File: config.mk
export PLATFORM = sky130hd
export DESIGN_NAME = fetch_stage
export DESIGN_NICKNAME = d
export VERILOG_FILES = /design/src/rtl/riscv_pkg.sv /design/src/rtl/fetch_stage.sv
export SDC_FILE = /design/constraint.sdc
export NUM_CORES = 1
export LEC_CHECK = 0
export CORE_UTILIZATION = 40
export CTS_BUF_LIST = sky130_fd_sc_hd__clkbuf_4
export DETAILED_ROUTE_END_ITERATION = 16
export PLACE_DENSITY_LB_ADDON = 0.05
export SLEW_MARGIN = 20
export SYNTH_ARGS = -nofsm -noshare
export SYNTH_HDL_FRONTEND = slang
export SYNTH_SLANG_ARGS = --single-unit
export TNS_END_PERCENT = 1
File: constraint.sdc
create_clock -name clk -period 2.26 [get_ports clk]
set_input_delay 0.339 -clock clk [delete_from_list [all_inputs] [get_ports clk]]
set_output_delay 0.339 -clock clk [all_outputs]
set_load 0.01 [all_outputs]
File: src/rtl/riscv_pkg.sv
// Shared RISC-V core definitions used by the front-end pipeline.
//
// Contents:
//   XLEN          - architectural register / address width
//   PC_STEP       - sequential PC increment (one 32-bit instruction word)
//   NOP_INSTR     - canonical bubble, addi x0,x0,0
//   fetch_state_t - fetch-stage handshake states
//   align_word()  - clears the byte-offset bits of an address
package riscv_pkg;

    localparam int XLEN = 32;

    localparam logic [XLEN-1:0] PC_STEP   = 32'd4;
    localparam logic [XLEN-1:0] NOP_INSTR = 32'h0000_0013;

    // ISSUE : request on the bus, waiting for the grant
    // WAIT  : request granted, waiting for read data
    // HOLD  : read data parked in the hold buffer while decode stalls
    typedef enum logic [1:0] {
        ISSUE = 2'd0,
        WAIT  = 2'd1,
        HOLD  = 2'd2
    } fetch_state_t;

    function automatic logic [XLEN-1:0] align_word(input logic [XLEN-1:0] addr);
        return {addr[XLEN-1:2], 2'b00};
    endfunction

endpackage

File: src/rtl/fetch_stage.sv
// Instruction-fetch stage.
//
// Holds the program counter, fetches one instruction word at a time from
// instruction memory over a req/gnt/rvalid handshake, and presents the
// PC/instruction pair to the IF/ID pipeline register. At most one request
// is outstanding. A response that arrives while decode is stalled is parked
// in a one-entry hold buffer. A redirect reloads the PC and marks any
// in-flight response as stale so it is dropped when it returns.
//
// Ports:
//   clk           in   1   clock, rising edge
//   rst           in   1   synchronous active-high reset
//   MuxControlEn  in   1   decode stall, Instruction not taken this cycle
//   ControlHazard in   1   redirect / flush request
//   BranchTarget  in  32   redirect PC, valid with ControlHazard
//   ImemReq       out  1   fetch request
//   ImemAddr      out 32   fetch word address (bits [1:0] always 0)
//   ImemGnt       in   1   request accepted this cycle
//   ImemRvalid    in   1   read data valid
//   ImemRdata     in  32   instruction word
//   PCDec         out 32   PC of the presented instruction
//   Instruction   out 32   presented instruction
//   FetchValid    out  1   Instruction/PCDec carry a real fetch
module fetch_stage #(
    parameter logic [riscv_pkg::XLEN-1:0] RESET_PC  = 32'h0000_0000,
    parameter logic [riscv_pkg::XLEN-1:0] NOP_INSTR = riscv_pkg::NOP_INSTR
) (
    input  logic        clk,
    input  logic        rst,
    input  logic        MuxControlEn,
    input  logic        ControlHazard,
    input  logic [31:0] BranchTarget,
    output logic        ImemReq,
    output logic [31:0] ImemAddr,
    input  logic        ImemGnt,
    input  logic        ImemRvalid,
    input  logic [31:0] ImemRdata,
    output logic [31:0] PCDec,
    output logic [31:0] Instruction,
    output logic        FetchValid
);

    import riscv_pkg::*;

    fetch_state_t    state_q, state_d;
    logic [XLEN-1:0] pc_q, pc_d;
    logic [XLEN-1:0] req_pc_q, req_pc_d;
    logic            discard_q, discard_d;
    logic [XLEN-1:0] hold_pc_q, hold_pc_d;
    logic [XLEN-1:0] hold_instr_q, hold_instr_d;

    // ------------------------------------------------------------------
    // State register: FSM state plus PC, request tag and hold buffer
    // ------------------------------------------------------------------
    always_ff @(posedge clk) begin
        if (rst) begin
            state_q      <= ISSUE;
            pc_q         <= align_word(RESET_PC);
            req_pc_q     <= '0;
            discard_q    <= 1'b0;
            hold_pc_q    <= '0;
            hold_instr_q <= NOP_INSTR;
        end else begin
            state_q      <= state_d;
            pc_q         <= pc_d;
            req_pc_q     <= req_pc_d;
            discard_q    <= discard_d;
            hold_pc_q    <= hold_pc_d;
            hold_instr_q <= hold_instr_d;
        end
    end

    // ------------------------------------------------------------------
    // Next-state logic
    // ------------------------------------------------------------------
    always_comb begin
        state_d      = state_q;
        pc_d         = pc_q;
        req_pc_d     = req_pc_q;
        discard_d    = discard_q;
        hold_pc_d    = hold_pc_q;
        hold_instr_d = hold_instr_q;

        if (ControlHazard) begin
            // Redirect beats every normal transition; the target replaces
            // the PC even when a grant lands in the same cycle.
            pc_d = align_word(BranchTarget);
            unique case (state_q)
                ISSUE: begin
                    if (ImemGnt) begin
                        // The request just granted is for the old path.
                        discard_d = 1'b1;
                        state_d   = WAIT;
                    end
                end
                WAIT: begin
                    if (ImemRvalid) begin
                        discard_d = 1'b0;
                        state_d   = ISSUE;
                    end else begin
                        discard_d = 1'b1;
                    end
                end
                HOLD: begin
                    state_d = ISSUE;
                end
                default: begin
                    state_d = ISSUE;
                end
            endcase
        end else begin
            unique case (state_q)
                ISSUE: begin
                    if (ImemGnt) begin
                        req_pc_d = pc_q;
                        pc_d     = pc_q + PC_STEP;
                        state_d  = WAIT;
                    end
                end
                WAIT: begin
                    if (ImemRvalid) begin
                        if (discard_q) begin
                            discard_d = 1'b0;
                            state_d   = ISSUE;
                        end else if (MuxControlEn) begin
                            hold_pc_d    = req_pc_q;
                            hold_instr_d = ImemRdata;
                            state_d      = HOLD;
                        end else begin
                            state_d = ISSUE;
                        end
                    end
                end
                HOLD: begin
                    if (!MuxControlEn) begin
                        state_d = ISSUE;
                    end
                end
                default: begin
                    state_d = ISSUE;
                end
            endcase
        end
    end

    // ------------------------------------------------------------------
    // Output logic
    // ------------------------------------------------------------------
    always_comb begin
        ImemReq     = 1'b0;
        ImemAddr    = pc_q;
        FetchValid  = 1'b0;
        Instruction = NOP_INSTR;
        PCDec       = '0;

        if (!rst) begin
            ImemReq = (state_q == ISSUE);

            // A response that is not stale and not stalled passes straight
            // through to the IF/ID register in the cycle it arrives.
            if (!ControlHazard) begin
                unique case (state_q)
                    WAIT: begin
                        if (ImemRvalid && !discard_q && !MuxControlEn) begin
                            FetchValid  = 1'b1;
                            Instruction = ImemRdata;
                            PCDec       = req_pc_q;
                        end
                    end
                    HOLD: begin
                        FetchValid  = 1'b1;
                        Instruction = hold_instr_q;
                        PCDec       = hold_pc_q;
                    end
                    default: begin
                        FetchValid = 1'b0;
                    end
                endcase
            end
        end
    end

    // Read data may only return while a granted request is outstanding.
    a_rvalid_only_in_wait: assert property (
        @(posedge clk) disable iff (rst) ImemRvalid |-> (state_q == WAIT)
    );

endmodule

==> impl_metrics.tcl, run 1 <==
set metrics [dict create \
    grt_pass1_vias 5719 \
    ir_worst_vdd_mv 0.2698 \
    drive_above_1_share_pct 15.58 \
    swShare_pct 25.67 \
    use_met2_pct 36.91 \
    combPwrFrac_pct 13.5 \
    area_delta_synth_final_pct 36.00 \
    async_flop_share_pct 0 \
    fmax_mhz 414.4 \
    drv_cap 0 \
    synth_area_um2 5954 \
    synth_seq_area_share_pct 42.03 \
    final_nets 1043 \
    avgSynthCellArea_um2 7.369 \
    rows 44 \
    critPathLaunchType "flip-flop" \
    cp_cell_sequence "or3b_4 -> nor2_4 -> buf_8 -> buf_6 -> a22oi_1 -> nor2_1 -> buf_2" \
    finalSetupViolations 61 \
    synth_most_common_cell "nand2_1" \
    fin_area_um2 8098 \
    overflow 0 \
    grt_max_degree 127 \
    critPathBufInv 3 \
    p_clk_share_pct 37.6 \
    grt_usage_pct 22.76 \
    dieArea_um2 15380 \
    antenna_found_initial 0 \
    worst_slew_pin_slew_ns 0.5541 \
    synth_ff_type "dfxtp_1" \
    drc 0 \
    htree_num_levels 4 \
    finish.utilization_pct 55.72 \
    cts_sinks 125 \
    cts_tree "built" \
    initialDrtViolationCount 385 \
    synth_top_area_cell "dfxtp_1" \
    ios 168 \
    gr-usage-met3_pct 5.174 \
    insertion_delay_ns 0.54 \
    grt_first_pass_wirelength_um 27530 \
    num-fill-cells 1430 \
    gr-max-usage-layer "met2" \
    path_max_fanout 12 \
    p_int_uw 3576 \
    initial_core_util_pct 40.97 \
    cts_buffers 17 \
    ys_ff_latch 125 \
    vias 6364 \
    cts_max_path_buffers 2 \
    critPathMaxStageDelay_ns 0.39 \
    synth_top_cell_area_share_pct 42.03 \
    max_slew_margin_pct 63.06 \
    use_met1_pct 29.27 \
    ys_top_cells_by_area "dfxtp_1 42%, nand2_1 13%, a21oi_1 8.3%" \
    postSynthCellCount 808 \
    hpwl_um 11810 \
    place_area_um2 7918 \
    skew_ns 0.01495 \
    cp_top_family "simple AND/OR/NAND/NOR gates" \
    synth_edf_count 0 \
    clockRootBuffer "clkbuf_4" \
    violations "setup timing" \
    fin_ws_ns -0.1530 \
    ys_types 46 \
    fin_crit_sh_pct 106.8 \
    worstPathRequired_ns 1.92 \
    clkTransAtPathRegs_ns 0.11 \
    grt_setup_unrepaired "yes" \
    io_buffers 161 \
    dr.pass1.iters 5 \
    ys_top_cells_by_count "208 x nand2_1, 125 x dfxtp_1, 99 x a21oi_1, 95 x nor2_1, 60 x a22oi_1" \
    final-hold-violation-count 0 \
    p_leak_uw 0.002826 \
    gp_congestion 0.7965 \
    insertedDiodeCount 0 \
    timing.final.max_slew_violations 0 \
    synth_warnings 0 \
    fin_crit_ns 2.413 \
    power_density_nw_per_um2 594.2 \
    hold_class "in -> reg" \
    p_seq_share_pct 48.9 \
    power.switching_uw 1235 \
    worstSetupEndpointType "output port" \
    cts_hold_buf 0 \
    post_drt_wl_per_cell_um 15.66 \
    ant_nets 0 \
    path_class "reg -> out" \
    die_y_um 124.0 \
    core_region_area_um2 14530 \
    worstPathArrival_ns 2.07 \
    status "complete, but fails checks" \
    crit_slowest_cell "or3b_4" \
    die_width_um 124.0 \
    wirelength_um 18260 \
    vias_per_cell 5.458 \
]
-- tightest hold or removal path, delay by kind of cell --
family / cells / cell delay (ns)
AO/OA/AOI/OAI: 1 / 0.17
buffers and inverters: 2 / 0.37
-- per-layer routing --
| metal | share of wire [%] | vias to the layer above | routed length (µm) |
|---|---|---|---|
| met5 | 0 | - | 0 |
| met4 | 1.4 | 0 | 262 |
| met3 | 5.9 | 20 | 1082 |
| met2 | 47 | 195 | 8584 |
| met1 | 46 | 2999 | 8326 |
| li1 | - | 3150 | - |
-- stage by stage --
step                std cells  hold WS [ns]  total power (µW)  TNS [ns]  setup slack (ns)
floorplan                 811        0.4368              2675         0            0.2285
finish                   1166        0.3786              4811    -5.477           -0.1530
CTS                      1158        0.3193              4841    -14.19           -0.4888
detailed placement       1126        0.4467              3025    -31.75           -0.5627
global placement         1126        0.4418              3013    -28.88           -0.5171
global route             1166        0.3391              5042    -14.31           -0.2807
-- repair_timing --
action,CTS,global route
buffers inserted,0,2
gates cloned,0,6
pin swaps,0,4
resized for setup,183,59
setup endpoints to repair,64,64
-- final cells by class --
class                      count  area (µm²)  share of cell area [%]
timing repair buffer         207        1832                   22.62
multi-input combinational    606        3151                   38.91
clock inverter                14       198.9                   2.457
inverter                      12       45.04                  0.5562
clock buffer                  18       135.1                   1.669
tap                          184       230.2                   2.843
sequential                   125        2506                   30.95
-- kinds of logic (layout without fill, tap and decap cells) --
family	Yosys count	in the layout	synth area share, %
AOI/OAI and AO/OA	214	214	22.76
xor gates and xnor gates	9	9	1.324
adders and majority gates	4	4	0.8405
buffers and inverters	80	251	5.653
DFF	125	125	42.03
other	1	4	0.06298
and+or+nand+nor	375	375	27.34
-- worst paths after layout --
| check | startpoint | endpoint | slack, ns | depth (start not counted) |
|---|---|---|---|---|
| worst max-delay path | discard_q | Instruction[11] | -0.15 | 7 |
| worst max register to register | ImemAddr[2] | ImemAddr[26] | 0.17 | 6 |
| worst min-delay path | rst | state_q[1] | 0.38 | 3 |
| worst min register to register | hold_pc_q[28] | hold_pc_q[28] | 0.46 | 2 |
-- power groups by stage --
stage / sequential, µW / combinational [µW] / clock [µW]
detailed placement: 2400 / 623 / 0
CTS: 2350 / 625 / 1860
global placement: 2400 / 613 / 0
floorplan: 2400 / 275 / 0
global route: 2360 / 710 / 1970
finish: 2350 / 649 / 1810
-- registers in the layout, indices dropped and copies added, names as in the netlist --
name,cells
req_pc_q,30
state_q,2
ImemAddr,30
hold_pc_q,30
hold_instr_q,32
discard_q,1
-- cells in the final DEF (no fill, tap or decap), types with 6 or more instances in the layout --
cell type	netlist	layout
or4_1	10	10
inv_1	11	10
a311oi_1	14	14
clkdlybuf4s50_1	0	96
nand4_1	10	10
and4_1	6	6
nand3_1	12	12
a22oi_1	60	60
nand2_1	208	206
buf_4	5	31
nor2_1	95	93
buf_12	0	7
clkbuf_2	0	6
dfxtp_1	125	122
a211oi_1	9	9
buf_2	8	55
o21ai_0	10	10
o31ai_1	10	10
clkbuf_4	0	18
or3_1	6	6
a21oi_1	99	99
(Power assumes the default switching activity.)
==> run 2, diff against run 1 <==
Settings changed: CORE_ASPECT_RATIO set to 1.1.
==> run 2 against run 1 <==
Compared with the run above: the run still ends with setup timing left; register-to-register slack worse by 0.06 ns; sequential power hardly changed; cell count is 1.7% higher; non-clock buffer count is 12 higher; sequential cell count stayed put; fmax is 2.8% lower; critical path depth is 1 higher; clock power is 14% lower; largest cell class unchanged; largest power group unchanged.
==> impl_metrics.tcl, run 2 (synthesis results as in run 1) <==
set metrics [dict create \
    overflow 0 \
    fin_crit_ns 2.481 \
    fin_setup_tns_ns -8.846 \
    finish.utilization_pct 56.67 \
    fmax_mhz 403.0 \
    vias 6371 \
    worstPathRequired_ns 1.92 \
    ant_nets 0 \
    grt_first_pass_wirelength_um 30420 \
    die_y_um 130.0 \
    antenna_found_initial 2 \
    core_region_area_um2 14500 \
    rows 46 \
    clkTransAtPathRegs_ns 0.11 \
    wirelength_um 19010 \
    final-hold-violation-count 0 \
    finalSetupViolations 61 \
    timing.final.max_slew_violations 0 \
    grt_max_degree 75 \
    vias_per_cell 5.372 \
    worstPathArrival_ns 2.14 \
    cts_tree "built" \
    p_leak_uw 0.002869 \
    cts_buffers 17 \
    fin_ws_ns -0.2213 \
    dieArea_um2 15380 \
    worst_slew_pin_slew_ns 0.7641 \
    skew_ns 0.01420 \
    hpwl_um 12180 \
    violations "setup timing" \
    io_buffers 161 \
    grt_setup_unrepaired "yes" \
    final_common_cell "nand2_1" \
    preCtsSetupSlack_ns -0.5680 \
    dr.pass1.iters 4 \
    path_max_fanout 6 \
    final_nets 1055 \
    power_density_nw_per_um2 559.0 \
    area_delta_synth_final_pct 38.03 \
    clockRootBuffer "clkbuf_4" \
    critPathLaunchType "flip-flop" \
    largest-register "hold_instr_q" \
    drv_cap 0 \
    worstSetupEndpointType "output port" \
    finalPower_uw 4594 \
    path_class "reg -> out" \
    drive_above_1_share_pct 17.14 \
    final_cell_mix "206 x nand2_1, 122 x dfxtp_1, 98 x a21oi_1, 96 x clkdlybuf4s50_1, 92 x nor2_1" \
    htree_num_levels 4 \
    largest_reg_flops 32 \
    drc 0 \
    max_slew_margin_pct 49.06 \
    holdWs_ns 0.3615 \
    die_width_um 118.3 \
    fin_crit_sh_pct 109.8 \
    ios 168 \
    initial_core_util_pct 41.05 \
    grt_pass1_vias 6052 \
    grt_usage_pct 24.94 \
    hold_class "in -> reg" \
    status "complete, but fails checks" \
    cts_hold_buf 0 \
    cts_max_path_buffers 2 \
    initialDrtViolationCount 329 \
    post_drt_wl_per_cell_um 16.03 \
    gp_congestion 0.7878 \
    cts_sinks 125 \
    ir_worst_vdd_mv 0.3214 \
    insertion_delay_ns 0.54 \
]
[run 2: area by class of cell]
type                       instances  area, µm²
sequential                       125       2506
antenna                            2      5.005
clock inverter                    11      126.4
clock buffer                      19      142.6
timing repair buffer             219       1974
multi-input combinational        606       3179
fill                            1411       6285
tap                              192      240.2
inverter                          12      45.04
[run 2: path summary, 6_finish.rpt]
| kind | startpoint | endpoint | slack (ns) | depth (start not counted) |
|---|---|---|---|---|
| hold / removal | ImemRdata[8] | hold_instr_q[8] | 0.36 | 3 |
| hold reg to reg | hold_pc_q[2] | hold_pc_q[2] | 0.46 | 2 |
| setup reg to reg | state_q[1] | ImemAddr[25] | 0.11 | 6 |
| setup / recovery | discard_q | Instruction[8] | -0.22 | 8 |
[run 2: what timing repair did]
item / 4_1_cts / 5_1_grt
setup buffers: 7 / 2
gates cloned: 6 / 1
resized for setup: 274 / 8
setup endpoints to repair: 64 / 64
pin swaps: 4 / 5
endpoints found under the hold margin: 0 / 0
[run 2: stage by stage]
step	instance area, µm²	cells
finish	8219	1186
global route	8219	1186
CTS	8199	1183
detailed placement	7955	1141
global placement	7955	1141
floorplan	5966	811
[run 2: routing by layer]
metal / global-route usage [%] / part of all wire, % / vias to the layer above
li1: - / - / 3161
met1: 30.38 / 45 / 3015
met2: 43.88 / 49 / 168
met3: 4.720 / 4.0 / 27
met4: 9.427 / 2.2 / 0
met5: 0 / 0 / -
[run 2: report_power, final]
group	switching [µW]	internal, µW	leakage (µW)
sequential	76.2	2270	0.00102
combinational	343	342	0.00171
clock	805	757	0.000146
[run 2: critical path: stages (launching register included)]
cell       delay (ns)
dfxtp_2          0.34
or3b_4           0.41
nor2_4           0.15
buf_12           0.13
buf_12           0.13
clkbuf_16        0.15
a22oi_1          0.06
nor2_1           0.09
buf_2            0.13
==> run 3, diff against run 2 <==
Settings changed: MAX_ROUTING_LAYER set to met4.
==> run 3 against run 2 <==
Compared with the run above: the run still ends with setup timing left; via count increased by 0.14%; global-route usage increased by 0.78 points; sequential cell count unchanged; largest cell class unchanged; hold slack improved by 0.0073 ns.
==> impl_metrics.tcl, run 3 (synthesis results as in run 1) <==
set metrics [dict create \
    worstPathArrival_ns 2.14 \
    final_common_cell "nand2_1" \
    cts_buffers 17 \
    die_y_um 130.0 \
    swShare_pct 26.49 \
    clkTransAtPathRegs_ns 0.11 \
    insertion_delay_ns 0.54 \
    worstPathRequired_ns 1.92 \
    ir_worst_vdd_mv 0.3201 \
    skew_ns 0.01387 \
    crit_top_cell "buf_12" \
    ios 168 \
    power.switching_uw 1214 \
    initialDrtViolationCount 374 \
    cp_cell_sequence "or3b_4 -> nor2_4 -> buf_12 -> buf_12 -> clkbuf_16 -> a22oi_1 -> nor2_1 -> buf_2" \
    fin_setup_tns_ns -8.490 \
    core_region_area_um2 14500 \
    clockRootBuffer "clkbuf_4" \
    path_max_fanout 6 \
    grt_first_pass_wirelength_um 30430 \
    finalSetupViolations 61 \
    final_cell_mix "206 x nand2_1, 122 x dfxtp_1, 99 x a21oi_1, 96 x clkdlybuf4s50_1, 92 x nor2_1" \
    cts_hold_buf 0 \
    hpwl_um 12180 \
    drv_cap 0 \
    grt_max_degree 75 \
    rows 46 \
    timing.final.max_slew_violations 0 \
    wirelength_um 18940 \
    vias_per_cell 5.379 \
    p_int_uw 3370 \
    max_slew_margin_pct 49.30 \
    cts_max_path_buffers 2 \
    final-hold-violation-count 0 \
    p_clk_share_pct 33.9 \
    p_seq_share_pct 51.2 \
    critPathLaunchType "flip-flop" \
    initial_core_util_pct 41.05 \
    status "complete, but fails checks" \
    gp_congestion 0.7988 \
    drc 0 \
    hold_class "in -> reg" \
    die_width_um 118.3 \
    worstSetupEndpointType "output port" \
    worst_slew_pin_slew_ns 0.7605 \
    vias 6380 \
    fmax_mhz 403.6 \
    finalPower_uw 4584 \
    grt_pass1_vias 6055 \
    ant_nets 0 \
    drive_above_1_share_pct 17.04 \
    final_nets 1055 \
    largest_reg_flops 32 \
    dieArea_um2 15380 \
    fin_crit_sh_pct 109.6 \
    path_class "reg -> out" \
    htree_num_levels 4 \
    power_density_nw_per_um2 558.0 \
    cts_tree "built" \
    antenna_found_initial 2 \
    area_delta_synth_final_pct 37.97 \
    p_leak_uw 0.002869 \
    largest-register "hold_instr_q" \
    combPwrFrac_pct 14.9 \
    grt_setup_unrepaired "yes" \
    fin_ws_ns -0.2177 \
    dr.pass1.iters 5 \
    cts_sinks 125 \
    violations "setup timing" \
    overflow 0 \
    io_buffers 161 \
    post_drt_wl_per_cell_um 15.97 \
    critPathMaxStageDelay_ns 0.41 \
    crit_slowest_cell "or3b_4" \
    fin_crit_ns 2.478 \
    holdWs_ns 0.3688 \
    grt_usage_pct 25.72 \
]
## run 3: cell type report
type / count / area [µm²]
clock inverter: 11 / 126.4
inverter: 12 / 45.04
timing repair buffer: 219 / 1974
tap: 192 / 240.2
sequential: 125 / 2506
multi-input combinational: 606 / 3176
fill: 1410 / 6289
clock buffer: 19 / 142.6
antenna: 2 / 5.005
## run 3: power by group through the flow
stage          Clock (µW)  Combinational (µW)  Sequential (µW)
6_report             1550                 685             2350
3_3_place_gp            0                 627             2390
5_1_grt              1680                 744             2360
3_5_place_dp            0                 639             2390
2_1_floorplan           0                 275             2400
4_1_cts              1610                 686             2340
## run 3: per-layer routing
metal / wire length, µm / vias up / global-route usage [%]
met1: 8495 / 3031 / 30.38
li1: - / 3159 / -
met2: 9239 / 164 / 43.91
met4: 414 / 0 / 9.427
met3: 793 / 26 / 4.677
met5: 0 / - / -
## run 3: worst paths after layout
kind | start | endpoint | slack [ns] | depth (start not counted)
worst max-delay path | discard_q | Instruction[8] | -0.22 | 8
worst max register to register | state_q[1] | ImemAddr[25] | 0.11 | 6
worst min register to register | hold_pc_q[31] | hold_pc_q[31] | 0.46 | 2
worst min-delay path | ImemRdata[8] | hold_instr_q[8] | 0.37 | 3
## run 3: per-stage QoR
| stage | worst slack [ns] | cells | cell area, µm² | utilization, % |
|---|---|---|---|---|
| after global placement | -0.5565 | 1141 | 7955 | 54.85 |
| after CTS | -0.3395 | 1183 | 8199 | 56.53 |
| after global routing | -0.3467 | 1186 | 8215 | 56.64 |
| after detailed placement | -0.5680 | 1141 | 7955 | 54.85 |
| final | -0.2177 | 1186 | 8215 | 56.64 |
| after floorplan | 0.2285 | 811 | 5966 | - |
## run 3: what timing repair did
action,CTS,global route
pin swaps,4,5
setup endpoints to repair,64,64
buffers inserted,7,2
gates cloned,6,1
resized for setup,274,7
## run 3: worst max-delay path: cells and delay by family, from the launching register on
kind	cells	cell delay [ns]
DFF	1	0.34
AOI/OAI and AO/OA	1	0.06
and+or+nand+nor	3	0.65
buffers and inverters	4	0.55
